<file path="src/rtl/gb_pixel_fifo_pkg.sv">
// gb_ppu_pkg: PPU-wide types and constants shared by the pixel FIFO files.
package gb_ppu_pkg;

    typedef enum logic [1:0] {
        ST_IDLE    = 2'd0,
        ST_DISCARD = 2'd1,
        ST_RUN     = 2'd2,
        ST_DONE    = 2'd3
    } pix_state_e;

    localparam int LCD_W     = 160;
    localparam int PIX_W_CGB = 15;
    localparam int GROUP_PIX = 8;

endpackage

</file>
<file path="src/rtl/gb_pixel_fifo_if.sv">
// gb_pixel_fifo_if: fetcher push handshake, line control and LCD pixel strobe.
// master = fetcher/LCD side, slave = the pixel FIFO.
interface gb_pixel_fifo_if #(
    parameter int PIX_W = 15
);
    logic               line_start;
    logic [2:0]         scx_fine;
    logic               push;
    logic [8*PIX_W-1:0] push_pix;
    logic               push_ready;
    logic               stall;
    logic [PIX_W-1:0]   lcd_data;
    logic               lcd_clkena;
    logic               line_done;
    logic               busy;

    modport master (
        output line_start, scx_fine, push, push_pix, stall,
        input  push_ready, lcd_data, lcd_clkena, line_done, busy
    );

    modport slave (
        input  line_start, scx_fine, push, push_pix, stall,
        output push_ready, lcd_data, lcd_clkena, line_done, busy
    );
endinterface

</file>
<file path="src/rtl/gb_pixel_fifo_mem.sv">
// gb_pixel_fifo_mem: DEPTH x PIX_W circular store, 8-wide write, 1-wide read.
// Pointers carry one extra bit so count distinguishes full from empty.
module gb_pixel_fifo_mem import gb_ppu_pkg::*; #(
    parameter int PIX_W = PIX_W_CGB,
    parameter int DEPTH = 16
) (
    input  logic                         clk_sys,
    input  logic                         reset,
    input  logic                         clear,
    input  logic                         wr_en,
    input  logic [GROUP_PIX*PIX_W-1:0]   wr_pix,
    input  logic                         rd_en,
    output logic [PIX_W-1:0]             rd_pix,
    output logic [$clog2(DEPTH):0]       count
);
    localparam int          AW       = $clog2(DEPTH);
    localparam logic [AW:0] PTR_STEP = (AW+1)'(GROUP_PIX);
    localparam logic [AW:0] PTR_ONE  = (AW+1)'(1);

    logic [PIX_W-1:0] mem [DEPTH];
    logic [AW:0]      wr_ptr;
    logic [AW:0]      rd_ptr;

    // Pointer update; a clear overrides any same-cycle push or pop.
    always_ff @(posedge clk_sys or posedge reset) begin
        if (reset) begin
            wr_ptr <= '0;
            rd_ptr <= '0;
        end else if (clear) begin
            wr_ptr <= '0;
            rd_ptr <= '0;
        end else begin
            if (wr_en) wr_ptr <= wr_ptr + PTR_STEP;
            if (rd_en) rd_ptr <= rd_ptr + PTR_ONE;
        end
    end

    // Storage write: eight consecutive entries starting at the write pointer.
    always_ff @(posedge clk_sys) begin
        if (wr_en) begin
            for (int i = 0; i < GROUP_PIX; i++)
                mem[wr_ptr[AW-1:0] + AW'(i)] <= wr_pix[i*PIX_W +: PIX_W];
        end
    end

    assign rd_pix = mem[rd_ptr[AW-1:0]];
    assign count  = wr_ptr - rd_ptr;

endmodule

</file>
<file path="src/rtl/gb_pixel_fifo.sv">
// gb_pixel_fifo: background/window pixel FIFO between the tile fetcher and the LCD.
// Drops SCX[2:0] leading pixels, honours sprite stalls, emits LINE_PIX pixels per line.
// Optional macro GB_PIXFIFO_STATS_EN adds the underflow_cnt output.
module gb_pixel_fifo import gb_ppu_pkg::*; #(
    parameter int PIX_W    = PIX_W_CGB,
    parameter int DEPTH    = 16,
    parameter int LINE_PIX = LCD_W
) (
    input  logic          clk_sys,
    input  logic          reset,
    input  logic          ce_cpu,
`ifdef GB_PIXFIFO_STATS_EN
    output logic [15:0]   underflow_cnt,
`endif
    gb_pixel_fifo_if.slave bus
);
    localparam int            AW        = $clog2(DEPTH);
    localparam int            XW        = $clog2(LINE_PIX);
    localparam logic [AW:0]   READY_MAX = (AW+1)'(DEPTH - GROUP_PIX);
    localparam logic [XW-1:0] X_LAST    = XW'(LINE_PIX - 1);

    pix_state_e       state;
    pix_state_e       state_nxt;
    logic [2:0]       disc;
    logic [XW-1:0]    x;
    logic [AW:0]      count;
    logic [PIX_W-1:0] rd_pix;
    logic             can_pop;
    logic             pop_disc;
    logic             pop_run;
    logic             fifo_clear;
    logic             do_push;
    logic             push_ready;
    logic [PIX_W-1:0] lcd_data_p1;
    logic             vld_p1;
    logic             line_done_p1;
    logic             busy_p1;

    gb_pixel_fifo_mem #(.PIX_W(PIX_W), .DEPTH(DEPTH)) u_mem (
        .clk_sys (clk_sys),
        .reset   (reset),
        .clear   (fifo_clear),
        .wr_en   (do_push),
        .wr_pix  (bus.push_pix),
        .rd_en   (pop_disc | pop_run),
        .rd_pix  (rd_pix),
        .count   (count)
    );

    // State register.
    always_ff @(posedge clk_sys or posedge reset) begin
        if (reset) state <= ST_IDLE;
        else       state <= state_nxt;
    end

    // Next state; line_start restarts the line from any state.
    always_comb begin
        state_nxt = state;
        if (bus.line_start) begin
            state_nxt = ST_DISCARD;
        end else begin
            case (state)
                ST_DISCARD: if (disc == 3'd0) state_nxt = ST_RUN;
                ST_RUN:     if (pop_run && x == X_LAST) state_nxt = ST_DONE;
                ST_DONE:    state_nxt = ST_IDLE;
                default:    ;
            endcase
        end
    end

    // Per-state control strobes: pop, push acceptance and FIFO clear.
    always_comb begin
        can_pop    = ce_cpu && !bus.stall && (count != '0);
        pop_disc   = 1'b0;
        pop_run    = 1'b0;
        push_ready = 1'b0;
        fifo_clear = bus.line_start;
        case (state)
            ST_DISCARD: begin
                push_ready = (count <= READY_MAX);
                pop_disc   = can_pop && (disc != 3'd0) && !bus.line_start;
            end
            ST_RUN: begin
                push_ready = (count <= READY_MAX);
                pop_run    = can_pop && !bus.line_start;
            end
            ST_DONE:  fifo_clear = 1'b1;
            default:  ;
        endcase
        do_push = bus.push && push_ready && !bus.line_start;
    end

    // Line counters: remaining pixels to drop and emitted-pixel position.
    always_ff @(posedge clk_sys or posedge reset) begin
        if (reset) begin
            disc <= '0;
            x    <= '0;
        end else if (bus.line_start) begin
            disc <= bus.scx_fine;
            x    <= '0;
        end else begin
            if (pop_disc) disc <= disc - 3'd1;
            if (pop_run)  x    <= x + XW'(1);
        end
    end

    // Output stage: registered pixel strobe, end-of-line pulse and busy flag.
    always_ff @(posedge clk_sys or posedge reset) begin
        if (reset) begin
            lcd_data_p1  <= '0;
            vld_p1       <= 1'b0;
            line_done_p1 <= 1'b0;
            busy_p1      <= 1'b0;
        end else begin
            vld_p1       <= pop_run;
            line_done_p1 <= (state == ST_DONE) && !bus.line_start;
            if (pop_run) lcd_data_p1 <= rd_pix;
            if (bus.line_start)       busy_p1 <= 1'b1;
            else if (state == ST_DONE) busy_p1 <= 1'b0;
        end
    end

`ifdef GB_PIXFIFO_STATS_EN
    // Saturating count of pixel slots lost to an empty FIFO while emitting.
    always_ff @(posedge clk_sys or posedge reset) begin
        if (reset) begin
            underflow_cnt <= '0;
        end else if (state == ST_RUN && ce_cpu && !bus.stall && count == '0 &&
                     !bus.line_start && underflow_cnt != 16'hFFFF) begin
            underflow_cnt <= underflow_cnt + 16'd1;
        end
    end
`endif

    assign bus.push_ready = push_ready;
    assign bus.lcd_data   = lcd_data_p1;
    assign bus.lcd_clkena = vld_p1;
    assign bus.line_done  = line_done_p1;
    assign bus.busy       = busy_p1;

endmodule

</file>
<file path="src/flat_wrapper.sv">
// flat-port wrapper written by rule: the top's interface ports become plain ports
module gb_pixel_fifo_flat import gb_ppu_pkg::*;
#(
    parameter int PIX_W    = PIX_W_CGB,
    parameter int DEPTH    = 16,
    parameter int LINE_PIX = LCD_W
)
  (clk_sys, reset, ce_cpu, bus_line_start, bus_scx_fine, bus_push, bus_push_pix, bus_stall, bus_push_ready, bus_lcd_data, bus_lcd_clkena, bus_line_done, bus_busy);
  gb_pixel_fifo_if #(.PIX_W(PIX_W)) bus_i ();
  input  logic clk_sys;
  input  logic reset;
  input  logic ce_cpu;
  input wire logic [$bits(bus_i.line_start)-1:0] bus_line_start;
  input wire logic [$bits(bus_i.scx_fine)-1:0] bus_scx_fine;
  input wire logic [$bits(bus_i.push)-1:0] bus_push;
  input wire logic [$bits(bus_i.push_pix)-1:0] bus_push_pix;
  input wire logic [$bits(bus_i.stall)-1:0] bus_stall;
  output wire logic [$bits(bus_i.push_ready)-1:0] bus_push_ready;
  output wire logic [$bits(bus_i.lcd_data)-1:0] bus_lcd_data;
  output wire logic [$bits(bus_i.lcd_clkena)-1:0] bus_lcd_clkena;
  output wire logic [$bits(bus_i.line_done)-1:0] bus_line_done;
  output wire logic [$bits(bus_i.busy)-1:0] bus_busy;
  assign bus_i.line_start = bus_line_start;
  assign bus_i.scx_fine = bus_scx_fine;
  assign bus_i.push = bus_push;
  assign bus_i.push_pix = bus_push_pix;
  assign bus_i.stall = bus_stall;
  assign bus_push_ready = bus_i.push_ready;
  assign bus_lcd_data = bus_i.lcd_data;
  assign bus_lcd_clkena = bus_i.lcd_clkena;
  assign bus_line_done = bus_i.line_done;
  assign bus_busy = bus_i.busy;
  gb_pixel_fifo #(.PIX_W(PIX_W), .DEPTH(DEPTH), .LINE_PIX(LINE_PIX)) u_core (.clk_sys(clk_sys), .reset(reset), .ce_cpu(ce_cpu), .bus(bus_i));
endmodule
</file>
<file path="config.mk">
export PLATFORM = sky130hd
export DESIGN_NAME = gb_pixel_fifo_flat
export DESIGN_NICKNAME = d
export VERILOG_FILES = /design/src/rtl/gb_pixel_fifo_pkg.sv /design/src/rtl/gb_pixel_fifo_if.sv /design/src/rtl/gb_pixel_fifo_mem.sv /design/src/rtl/gb_pixel_fifo.sv /design/src/flat_wrapper.sv
export SDC_FILE = /design/constraint.sdc
export NUM_CORES = 1
export LEC_CHECK = 0
export ABC_CLOCK_PERIOD_IN_PS = 12030
export BUFFER_PORTS_ARGS = -buffer_cell sky130_fd_sc_hd__buf_2
export CAP_MARGIN = 5
export CORE_ASPECT_RATIO = 1.25
export CORE_UTILIZATION = 23
export CTS_BUF_LIST = sky130_fd_sc_hd__clkbuf_8
export DETAILED_ROUTE_END_ITERATION = 10
export GPL_ROUTABILITY_DRIVEN = 0
export GPL_TIMING_DRIVEN = 0
export PLACE_DENSITY = 0.46
export SLEW_MARGIN = 30
export SYNTH_ARGS = -nofsm -noshare
export SYNTH_HDL_FRONTEND = slang
export SYNTH_SLANG_ARGS = --single-unit
</file>
<file path="constraint.sdc">
create_clock -name clk_sys -period 12.03 [get_ports clk_sys]
set_clock_uncertainty 0.15 [all_clocks]
set_input_delay 1.8045 -clock clk_sys [delete_from_list [all_inputs] [get_ports clk_sys]]
set_output_delay 1.8045 -clock clk_sys [all_outputs]
set_load 0.02 [all_outputs]
</file>
After elaboration in Yosys (flattened, before gate mapping)

Memories as Yosys holds them, arrays and structs flattened. A register that Yosys moved wholly into a read port is not among the register bits.
Cells that the tools add are included.

Register bits after elaboration: 26
Latch bits: 0
Memory bits (writable): 240
ROM bits: 0
Input bits: 129
Output and inout bits: 19
Word-level logic and storage cells: 71
Memories kept: 1

Memories:

| name             | depth | bits a word | rd ports | clocked after memory_dff | wr ports | line                    | source |
|---|---|---|---|---|---|---|---|
| u_core.u_mem.mem | 16    | 15          | 1        | 1                        | 8        | gb_pixel_fifo_mem.sv:20 | `logic [PIX_W-1:0] mem [DEPTH];` |

$add $sub $neg: 12
Multipliers: 0
Div/mod/pow operators: 0
$lt $le $gt $ge: 1
Eq/ne operators: 6
Shift-type cells: 0
Multiplexer cells: 20
Bitwise logic cells: 1
Reduce and logical (&&, ||, !) cells: 22

Operator list:

| cell                  | count |
|---|---|
| $mux W5               | 4 |
| $add A4 B3 Y4 const B | 4 |
| $mux W8               | 2 |
| $reduce_bool A2 Y1    | 5 |
| $logic_and A1 B1 Y1   | 9 |
| $add A4 B2 Y4 const B | 2 |
| $add A8 B1 Y8 const B | 1 |
| $eq A8 B8 Y1 const B  | 1 |
| $mux W1               | 8 |
| $mux W2               | 3 |
| $mux W3               | 2 |
| $ne A3 B2 Y1 const B  | 2 |
| $pmux W2 S3           | 1 |
| $add A5 B1 Y5 const B | 1 |
| $add A5 B4 Y5 const B | 1 |
| $le A5 B4 Y1 const B  | 1 |
| $reduce_bool A5 Y1    | 1 |
| $sub A5 B5 Y5         | 1 |
| $add A4 B1 Y4 const B | 1 |
| $eq A2 B2 Y1 const B  | 2 |
| $reduce_bool A4 Y1    | 1 |
| $logic_not A3 Y1      | 1 |
| $reduce_and A3 Y1     | 1 |
| $reduce_bool A3 Y1    | 1 |
| other kinds (5)       | 6 |

Logic depth before layout (Yosys ltp)

Gate-level depths: netlist of run 1.

Word-level depth: 9
Gate-level depth with buffers: 11

By module

Synthesis of run 1 repeated with hierarchy kept, for this count alone.

Cells, all modules: 883
Area, all modules: 13201.4 um^2

Modules (own cells, without submodules):

| module            | instances | cells each | area an instance (um^2) |
|---|---|---|---|
| gb_pixel_fifo_mem | 1         | 746        | 11622.4 |
| gb_pixel_fifo     | 1         | 137        | 1579.0 |

Worst setup path before layout of run 1

No wires, ideal clock.

Kind: input to register
Start: input bus_push
End: memory u_core.u_mem.mem[1][0] (enable)
Arrival time: 4.026 ns
Data required time: 11.466 ns
Slack: 7.440 ns
Cell stages on the path: 6
Path buffers: 2
Cell sequence: nor2b_1 inv_1 or4_4 buf_8 buf_6 inv_1

RTL lines:

| element            | line                    | source |
|---|---|---|
| start: declaration | flat_wrapper.sv:15      | `input wire logic [$bits(bus_i.push)-1:0] bus_push;` |
| end: declaration   | gb_pixel_fifo_mem.sv:20 |  |

Worst setup path after layout of run 1

Start: register u_core.u_mem.rd_ptr[3]
End: output bus_push_ready

Word-level cells in the longest chain between the ends: 3

RTL lines:

| element                  | line                                     | source |
|---|---|---|
| start: declaration       | gb_pixel_fifo_mem.sv:22                  | `logic [AW:0] rd_ptr;` |
| start signal: assignment | gb_pixel_fifo_mem.sv:34                  | `if (rd_en) rd_ptr <= rd_ptr + PTR_ONE;` |
| $sub A5 B5 Y5            | gb_pixel_fifo_mem.sv:47                  | `assign count = wr_ptr - rd_ptr;` |
| $le A5 B4 Y1             | gb_pixel_fifo.sv:80, gb_pixel_fifo.sv:84 |  |
| $mux W1                  | n/a                                      |  |
| end: declaration         | flat_wrapper.sv:18                       | `output wire logic [$bits(bus_i.push_ready)-1:0] bus_push_ready;` |

No other way between the ends.

==> impl_metrics.ini, run 1 <==
[run_status]
status = complete, no violations

[synth]
synth_area_leaders = edfxtp_1 (50%), mux2_2 (10%), mux2_4 (10%), mux4_2 (9.4%), dfrtp_1 (6.6%)
ys_seq_area_share_pct = 57.0
synth_top_area_share_pct = 50.4
synth_compound_area_share_pct = 2.99
yosysMostFrequentCell = edfxtp_1
synth_edf_count = 240
ys.flop_type = edfxtp_1
yosysWarningCount = 0
synth_cell_types = 50
synth_top_family_by_area = multiplexers
muxShareOfSynthArea_pct = 30.8
synth_xor_area_share_pct = 0.122
synth_cells = 881
synth_nets = 1020
synth-simple-area-share_pct = 3.61
synthArstFlopShare_pct = 13.7
syn-cell-area_mm2 = 0.0143
synth_common_cells = edfxtp_1 (240), mux2_2 (131), mux2_4 (95)
yosys.area_share.adder_pct = 0.874
ys_ff_latch = 278
synth_area_leader_cell = edfxtp_1
avgSynthCellArea_um2 = 16.2

[detailed_routing]
routedWlPerCell_um = 25.8
drt_first_pass_iters = 4
via_count = 8634
vias_per_cell = 4.44
ant_nets = 0
drc = 0
drt-total-wl_mm = 50.0
drtIter0Drc = 507

[global_route]
grt_pass1_wl_mm = 69.0
grt_usage_pct = 15.9
antenna_found_initial = 15
grt_overflow = 0
grt_pass1_vias = 9207
grt_max_degree = 34

[cts]
cts.sinks = 278
clk_latency_ps = 630
cts_tree = yes
cts.path.max_buffers = 3
cts-root-buf = clkbuf_8
ctsResizeCount = 0
cts_hold_buf = 0
clk_pin_slew_ps = 60
cts_buffers = 47
htreeDepth = 2
cts_setup_buffers = 0

[die]
chipWidth_um = 225
coreArea_mm2 = 0.0612
rows = 101
start_util_pct = 23.4
ioPinCount = 148
die_h_um = 281
die_area_mm2 = 0.0632

[power]
switching_share_pct = 31.5
comb_power_share_pct = 28.0
pwr-share-clk_pct = 28.3
leakagePower_nw = 6.59
powerDensity_mw_per_mm2 = 173
p_seq_share_pct = 43.7
intPower_w = 0.00202
p_sw_w = 0.000927
power_w = 0.00294
peakVddDrop_mv = 0.0903

[worst_setup_path]
worstPathRequired_ps = 10080
cp-end-kind = output pin
arrival_ps = 4110
rr_endpoint = u_core.u_mem.mem[4][6]
reg2reg_slack_ps = 6740
rr_worst_depth = 11
timing.rr.start = u_core.u_mem.rd_ptr[3]
cp_max_fo = 10
worstSetupStartpointType = flop
crit_start = u_core.u_mem.rd_ptr[3]
crit_type = reg -> out
worstSetupEndpoint = bus_push_ready

[cells_and_area]
area_delta_synth_final_pct = 19.1
nets = 1219
layout-drive-gt1-share_pct = 49.4
n_fill_cell = 6298

[sta]
fin_tns_setup_ps = 0
rsz0062_at_grt = no
layout_worst_path_cycle_share_pct = 50.4
period_needed_ps = 6060
maxSlewViolCount = 0
worst_slew_pin_slew_ps = 983
slew_headroom_pct = 34.4
setup_viol = 0
hold_violations = 0
max_freq_mhz = 165

[flow_run]
drv_cap = 0

[placement]
portBuffers = 147
hpwl_mm = 33.7

[min_path]
holdCritPathClass = reg -> reg
layer usage:
layer | track usage [%] | wire, µm
met4 | 5.09 | 1400
met1 | 18.7 | 20200
met5 | 0 | 116
met3 | 4.06 | 2840
met2 | 28.1 | 25400
cell families (layout without fill, tap and decap cells):
| group | after synthesis | count (layout) |
|---|---|---|
| xor+xnor | 2 | 2 |
| fa+ha+maj | 10 | 10 |
| buf+inv | 124 | 359 |
| flops | 278 | 278 |
| other cells | 0 | 3 |
| mux | 302 | 302 |
| simple gates | 98 | 98 |
| compound gates | 67 | 67 |
worst min path at each step:
stage | startpoint | to | slack [ps] | depth (start not counted)
6_report | u_core.bus.lcd_data[0] | u_core.bus.lcd_data[0] | 350 | 1
5_1_grt | u_core.bus.lcd_data[13] | u_core.bus.lcd_data[13] | 370 | 1
2_1_floorplan | u_core.x[3] | u_core.x[3] | 360 | 1
3_3_place_gp | u_core.bus.busy | u_core.bus.busy | 310 | 1
4_1_cts | u_core.bus.lcd_data[0] | u_core.bus.lcd_data[0] | 360 | 1
3_5_place_dp | u_core.bus.lcd_data[0] | u_core.bus.lcd_data[0] | 350 | 1
cell type report:
| type | instances | area, µm² | area share, % |
|---|---|---|---|
| inverter | 27 | 109 | 0.639 |
| multi-input combinational | 479 | 5500 | 32.3 |
| clock buffer | 51 | 702 | 4.12 |
| timing repair buffer | 150 | 803 | 4.71 |
| buffer | 97 | 563 | 3.30 |
| clock inverter | 34 | 173 | 1.01 |
| antenna | 3 | 7.51 | 0.0440 |
| tap | 824 | 1030 | 6.05 |
| sequential | 278 | 8160 | 47.9 |
power groups by stage:
stage               sequential [W]  clock (W)  combinational (W)
global route               0.00130   0.000891           0.000875
CTS                        0.00129   0.000860           0.000839
floorplan                  0.00132          0           0.000520
finish                     0.00129   0.000831           0.000825
detailed placement         0.00131          0           0.000837
global placement           0.00131          0           0.000820
sequential cells by signal (all words and copies together), names as in the netlist:
signal	cells
u_core.x	8
u_core.u_mem.mem	240
u_core.bus.line_done	1
u_core.u_mem.wr_ptr	2
u_core.u_mem.rd_ptr	5
u_core.bus.lcd_clkena	1
u_core.disc	3
u_core.state	2
u_core.bus.lcd_data	15
u_core.bus.busy	1
metrics by stage:
stage               cell area (µm²)  util, %  setup WS [ps]  hold slack [ps]  cells
global route                  17000     27.9           5760              371   1942
CTS                           17000     27.9           5880              360   1940
finish                        17000     27.9           5970              349   1943
detailed placement            16200     26.4           6590              345   1855
global placement              16100     26.3           5150              313   1852
floorplan                     14300        -           7440              360    881
worst max-delay path: stages (launching register included):
cell	delay [ps]
dfrtp_1	320
clkbuf_1	630
inv_1	410
clkbuf_1	460
ha_1	520
or3b_1	380
a21oi_2	160
o311ai_2	170
nor2_1	220
buf_2	210
cells in the final DEF, fill, tap and decap left out, types with 3 or more instances in the layout:
master      n
o31ai_1     8
clkinv_1    8
dfrtp_1    38
clkbuf_8   51
mux2_4     95
nor3_1      3
nand4_1     4
inv_4       3
edfxtp_1  240
ha_1       10
or3_1       3
or4_1       6
a21oi_1    34
diode_2     3
a21o_1      3
o21ai_0     7
nand3_1     9
buf_12     11
nand2_1    35
buf_1       3
clkbuf_2    7
inv_1      35
nor2_1      6
and3_1     17
nand2b_1    5
inv_2       8
mux2i_1    16
buf_2     167
clkinv_2    3
mux2_2    131
clkbuf_1   56
mux4_2     60
(Power assumes the default switching activity.)
==> run 2: changes to the inputs <==
--- a/config.mk
+++ b/config.mk
@@ -5,7 +5,7 @@
 export SDC_FILE = /design/constraint.sdc
 export NUM_CORES = 1
 export LEC_CHECK = 0
-export ABC_CLOCK_PERIOD_IN_PS = 12030
+export ABC_CLOCK_PERIOD_IN_PS = 6150
 export BUFFER_PORTS_ARGS = -buffer_cell sky130_fd_sc_hd__buf_2
 export CAP_MARGIN = 5
 export CORE_ASPECT_RATIO = 1.25
==> constraint.sdc (replaced) <==
create_clock -name clk_sys -period 6.15 [get_ports clk_sys]
set_clock_uncertainty 0.15 [all_clocks]
set_input_delay 0.9225 -clock clk_sys [delete_from_list [all_inputs] [get_ports clk_sys]]
set_output_delay 0.9225 -clock clk_sys [all_outputs]
set_load 0.02 [all_outputs]
==> run 2 against run 1 <==
  * Flip-flop and latch count unchanged
  * Via count up 0.15%
  * Register-to-register slack worse by 5900 ps
  * Critical path depth up 2
==> impl_metrics.ini, run 2 (same netlist as run 1, synthesis figures left out) <==
[cts]
htreeDepth = 2
clk_pin_slew_ps = 60
cts-root-buf = clkbuf_8
clk_latency_ps = 630
cts_tree = yes
cts.path.max_buffers = 3
ctsResizeCount = 0
cts_buffers = 47
cts.sinks = 278

[cells_and_area]
ff_latch_area_mm2 = 0.00816
final_cells = 1944
layout.cells.most_common = edfxtp_1
nets = 1220
area_delta_synth_final_pct = 19.2
multiInputGateArea_mm2 = 0.00550
fin_area_mm2 = 0.0171
n_fill_cell = 6297
mostFrequentLayoutCells = edfxtp_1 (240), buf_2 (167), mux2_2 (131), mux2_4 (95), mux4_2 (60)
largest_reg_flops = 240
finish.utilization_pct = 27.9
layout-drive-gt1-share_pct = 49.3

[sta]
slew_headroom_pct = 34.2
setup_slack_ps = 860
setup_viol = 0
period_needed_ps = 5290
maxSlewViolCount = 0
rsz0062_at_grt = no
max_freq_mhz = 189
layout_worst_path_cycle_share_pct = 86.0
hold_violations = 0
worst_slew_pin_slew_ps = 986

[detailed_routing]
drt_first_pass_iters = 5
routedWlPerCell_um = 25.8
drc = 0
vias_per_cell = 4.45
ant_nets = 0
drtIter0Drc = 543
drt-total-wl_mm = 50.1
via_count = 8647

[die]
coreArea_mm2 = 0.0612
start_util_pct = 23.4
chipWidth_um = 225
rows = 101
die_area_mm2 = 0.0632
die_h_um = 281
ioPinCount = 148

[global_route]
grt_usage_pct = 15.9
grt_pass1_wl_mm = 69.0
grt_overflow = 0
grt_pass1_vias = 9207
antenna_found_initial = 15
grt_max_degree = 34

[worst_setup_path]
reg2reg_slack_ps = 860
timing.rr.start = u_core.u_mem.rd_ptr[3]
rr_worst_depth = 11
rr_endpoint = u_core.u_mem.mem[4][12]
cp-end-kind = flop
worstSetupStartpointType = flop
cp_max_fo = 15
worstPathRequired_ps = 6240
arrival_ps = 5380
crit_type = reg -> reg

[placement]
hpwl_mm = 33.7
dpl_worst_slack_ps = 807
portBuffers = 147
dp.cells = 1855
dpl_cell_area_mm2 = 0.0162

[min_path]
holdCritPathClass = reg -> reg
whs_path_depth = 1
hold_path_end = u_core.bus.lcd_data[0]
worstHoldStart = u_core.bus.lcd_data[0]

[power]
powerDensity_mw_per_mm2 = 337
peakVddDrop_mv = 0.176
leakagePower_nw = 6.60

[flow_run]
drv_cap = 0

[run_status]
status = complete, no violations
==> run 2: cell types whose count changed in the layout (fill, tap and decap cells not counted) <==
cell,before,now
dlygate4sd3_1,0,1
==> run 2: timing repair <==
| item | in CTS | in global routing |
|---|---|---|
| endpoints found under the hold margin | 1 | 0 |
| hold buffers | 1 | 0 |
| buffers inserted | 0 | 0 |
==> run 2: report_power, final <==
part | internal (W) | total [W] | switching, W
Clock | 0.000806 | 0.00162 | 0.000818
Combinational | 0.000710 | 0.00161 | 0.000903
Sequential | 0.00243 | 0.00251 | 0.0000874
==> run 2: final cells by class <==
cell class	count	share of cell area, %
sequential	278	47.8
multi-input combinational	479	32.2
tap	824	6.04
timing repair buffer	151	4.77
clock buffer	51	4.12
buffer	97	3.30
clock inverter	34	1.01
inverter	27	0.638
antenna	3	0.0440
==> run 2: through the flow <==
stage	hold slack (ps)	TNS (ps)	power [W]
floorplan	360	0	0.00360
global placement	313	-72190	0.00417
detailed placement	345	0	0.00419
CTS	306	0	0.00584
global route	335	0	0.00599
finish	349	0	0.00575
==> run 2: per-layer routing <==
layer,vias to the layer above,part of all wire (%),global-route usage (%)
met2,259,51,28.1
li1,3815,-,-
met5,-,0.23,0
met1,4453,40,18.7
met3,98,5.8,4.06
met4,22,2.8,5.09
==> run 2: worst max path at each step <==
stage                           start                 endpoint  slack (ps)
6_report       u_core.u_mem.rd_ptr[3]  u_core.u_mem.mem[4][12]         860
5_1_grt        u_core.u_mem.rd_ptr[3]   u_core.u_mem.mem[4][6]         630
4_1_cts        u_core.u_mem.rd_ptr[3]   u_core.u_mem.mem[4][6]         760
3_5_place_dp   u_core.u_mem.rd_ptr[3]   u_core.u_mem.mem[4][7]         810
3_3_place_gp   u_core.u_mem.rd_ptr[3]   u_core.u_mem.mem[2][7]        -730
2_1_floorplan  u_core.u_mem.rd_ptr[3]   u_core.u_mem.mem[1][0]        1700
==> run 2: critical path, stage by stage, from the launching register on <==
cell	delay [ps]
dfrtp_1	320
clkbuf_1	640
inv_1	410
clkbuf_1	450
ha_1	510
or3b_1	380
a21oi_2	160
o311ai_2	170
or4_4	570
buf_8	200
buf_6	190
inv_1	730
==> run 3: changes to the inputs <==
--- a/config.mk
+++ b/config.mk
@@ -9,12 +9,12 @@
 export BUFFER_PORTS_ARGS = -buffer_cell sky130_fd_sc_hd__buf_2
 export CAP_MARGIN = 5
 export CORE_ASPECT_RATIO = 1.25
-export CORE_UTILIZATION = 23
+export CORE_UTILIZATION = 30
 export CTS_BUF_LIST = sky130_fd_sc_hd__clkbuf_8
 export DETAILED_ROUTE_END_ITERATION = 10
 export GPL_ROUTABILITY_DRIVEN = 0
 export GPL_TIMING_DRIVEN = 0
-export PLACE_DENSITY = 0.46
+export PLACE_DENSITY = 0.54
 export SLEW_MARGIN = 30
 export SYNTH_ARGS = -nofsm -noshare
 export SYNTH_HDL_FRONTEND = slang
==> run 3 against run 2 <==
  * Cell count fell by 9.8%
  * Via count grew 0.95%
  * Sequential power about the same
  * Flip-flop and latch count unchanged
  * Sequential share of layout area up 0.78 points
  * Fmax decreased by 0.61%
  * Critical endpoint is now u_core.u_mem.mem[6][4]
==> impl_metrics.ini, run 3 (same netlist as run 1, synthesis figures left out) <==
[cells_and_area]
multiInputGateArea_mm2 = 0.00550
largest_reg_flops = 240
fin_area_mm2 = 0.0168
mostFrequentLayoutCells = edfxtp_1 (240), buf_2 (167), mux2_2 (131), mux2_4 (95), mux4_2 (60)
n_fill_cell = 4515
nets = 1219
ff_latch_area_mm2 = 0.00816
final_cells = 1753
layout-drive-gt1-share_pct = 49.1
area_delta_synth_final_pct = 17.3
layout.cells.most_common = edfxtp_1

[global_route]
grt_pass1_vias = 8920
grt_max_degree = 37
antenna_found_initial = 1
grt_overflow = 0
grt_usage_pct = 19.2
grt_pass1_wl_mm = 64.3

[detailed_routing]
vias_per_cell = 4.98
drt-total-wl_mm = 46.2
via_count = 8729
drc = 0
drtIter0Drc = 695
routedWlPerCell_um = 26.3
drt_first_pass_iters = 5
ant_nets = 0

[min_path]
holdCritPathClass = in -> async

[cts]
cts_buffers = 47
cts_hold_buf = 0
clk_latency_ps = 600
cts-root-buf = clkbuf_8
cts_setup_buffers = 0
cts.path.max_buffers = 3
ctsResizeCount = 0
cts_tree = yes
clk_pin_slew_ps = 70
htreeDepth = 2
cts.sinks = 278

[power]
p_seq_share_pct = 44.3
powerDensity_mw_per_mm2 = 338
switching_share_pct = 30.8
comb_power_share_pct = 28.1
pwr-share-clk_pct = 27.5
leakagePower_nw = 6.59
peakVddDrop_mv = 0.168
intPower_w = 0.00392
p_sw_w = 0.00175

[sta]
slew_headroom_pct = 30.1
max_freq_mhz = 188
whs_ps = 74.9
worst_slew_pin_slew_ps = 1050
rsz0062_at_grt = no
period_needed_ps = 5320
setup_viol = 0
maxSlewViolCount = 0
hold_violations = 0
layout_worst_path_cycle_share_pct = 86.6

[worst_setup_path]
rr_worst_depth = 12
cp_max_fo = 32
crit_type = reg -> reg
arrival_ps = 5430
timing.rr.start = u_core.u_mem.rd_ptr[3]
worstSetupEndpoint = u_core.u_mem.mem[6][4]
rr_endpoint = u_core.u_mem.mem[6][4]
worstPathRequired_ps = 6250
worstSetupStartpointType = flop
reg2reg_slack_ps = 830
crit_start = u_core.u_mem.rd_ptr[3]
cp-end-kind = flop

[die]
rows = 89
die_h_um = 246
ioPinCount = 148
chipWidth_um = 197
coreArea_mm2 = 0.0471
die_area_mm2 = 0.0486
start_util_pct = 30.4

[placement]
portBuffers = 147
dpl_cell_area_mm2 = 0.0159
hpwl_mm = 30.1
dp.cells = 1668

[flow_run]
drv_cap = 0

[run_status]
status = complete, no violations
-- run 3: cell count changes in the layout (fill, tap and decap cells not counted), moves of 2 or more --
cell | previous run | this run
clkinv_2 | 3 | 1
clkbuf_2 | 7 | 5
inv_1 | 35 | 41
clkinv_1 | 8 | 2
clkbuf_1 | 56 | 58
-- run 3: cell type report --
cell class | count | share of cell area, %
clock inverters | 33 | 0.969
plain buffers | 97 | 3.34
well taps | 637 | 4.75
inverters | 27 | 0.649
clock buffers | 50 | 4.10
repair buffers | 150 | 4.79
flip-flops and latches | 278 | 48.6
multi-input cells | 479 | 32.8
diodes | 2 | 0.0298
-- run 3: through the flow --
| stage | util [%] | setup TNS [ps] | worst slack (ps) | power (W) |
|---|---|---|---|---|
| 3_3_place_gp | 33.6 | -77110 | -748 | 0.00413 |
| 5_1_grt | 35.6 | 0 | 695 | 0.00589 |
| 2_1_floorplan | - | 0 | 1700 | 0.00360 |
| 6_report | 35.6 | 0 | 827 | 0.00567 |
| 4_1_cts | 35.6 | 0 | 839 | 0.00572 |
| 3_5_place_dp | 33.8 | 0 | 870 | 0.00416 |
-- run 3: power groups by stage --
stage / combinational, W / sequential [W] / clock [W]
after detailed placement: 0.00161 / 0.00255 / 0
after global placement: 0.00157 / 0.00256 / 0
after global routing: 0.00169 / 0.00254 / 0.00166
after CTS: 0.00161 / 0.00252 / 0.00159
after floorplan: 0.00102 / 0.00258 / 0
final: 0.00160 / 0.00251 / 0.00156
-- run 3: layer usage --
layer / global-route usage, % / vias to the layer above / routed length [µm]
li1: - / 3809 / -
met5: 0 / - / 0
met4: 6.86 / 0 / 1520
met1: 23.7 / 4482 / 18300
met2: 33.7 / 343 / 23500
met3: 2.94 / 95 / 2760
-- run 3: worst min path at each step --
stage,start,end,slack [ps],depth (start not counted)
6_report,reset,u_core.bus.lcd_clkena,70,2
2_1_floorplan,u_core.x[3],u_core.x[3],360,1
4_1_cts,reset,u_core.bus.lcd_data[13],50,2
3_3_place_gp,u_core.bus.busy,u_core.bus.busy,310,1
3_5_place_dp,u_core.bus.busy,u_core.bus.busy,330,1
5_1_grt,reset,u_core.bus.lcd_data[0],70,2
-- run 3: critical path: stages (launching register included) --
cell,delay [ps]
dfrtp_1,320
clkbuf_1,680
inv_1,420
clkbuf_1,520
ha_1,550
or3b_1,380
a21oi_2,180
o311ai_2,160
or4_4,560
buf_8,200
buf_6,180
inv_4,360
buf_12,300
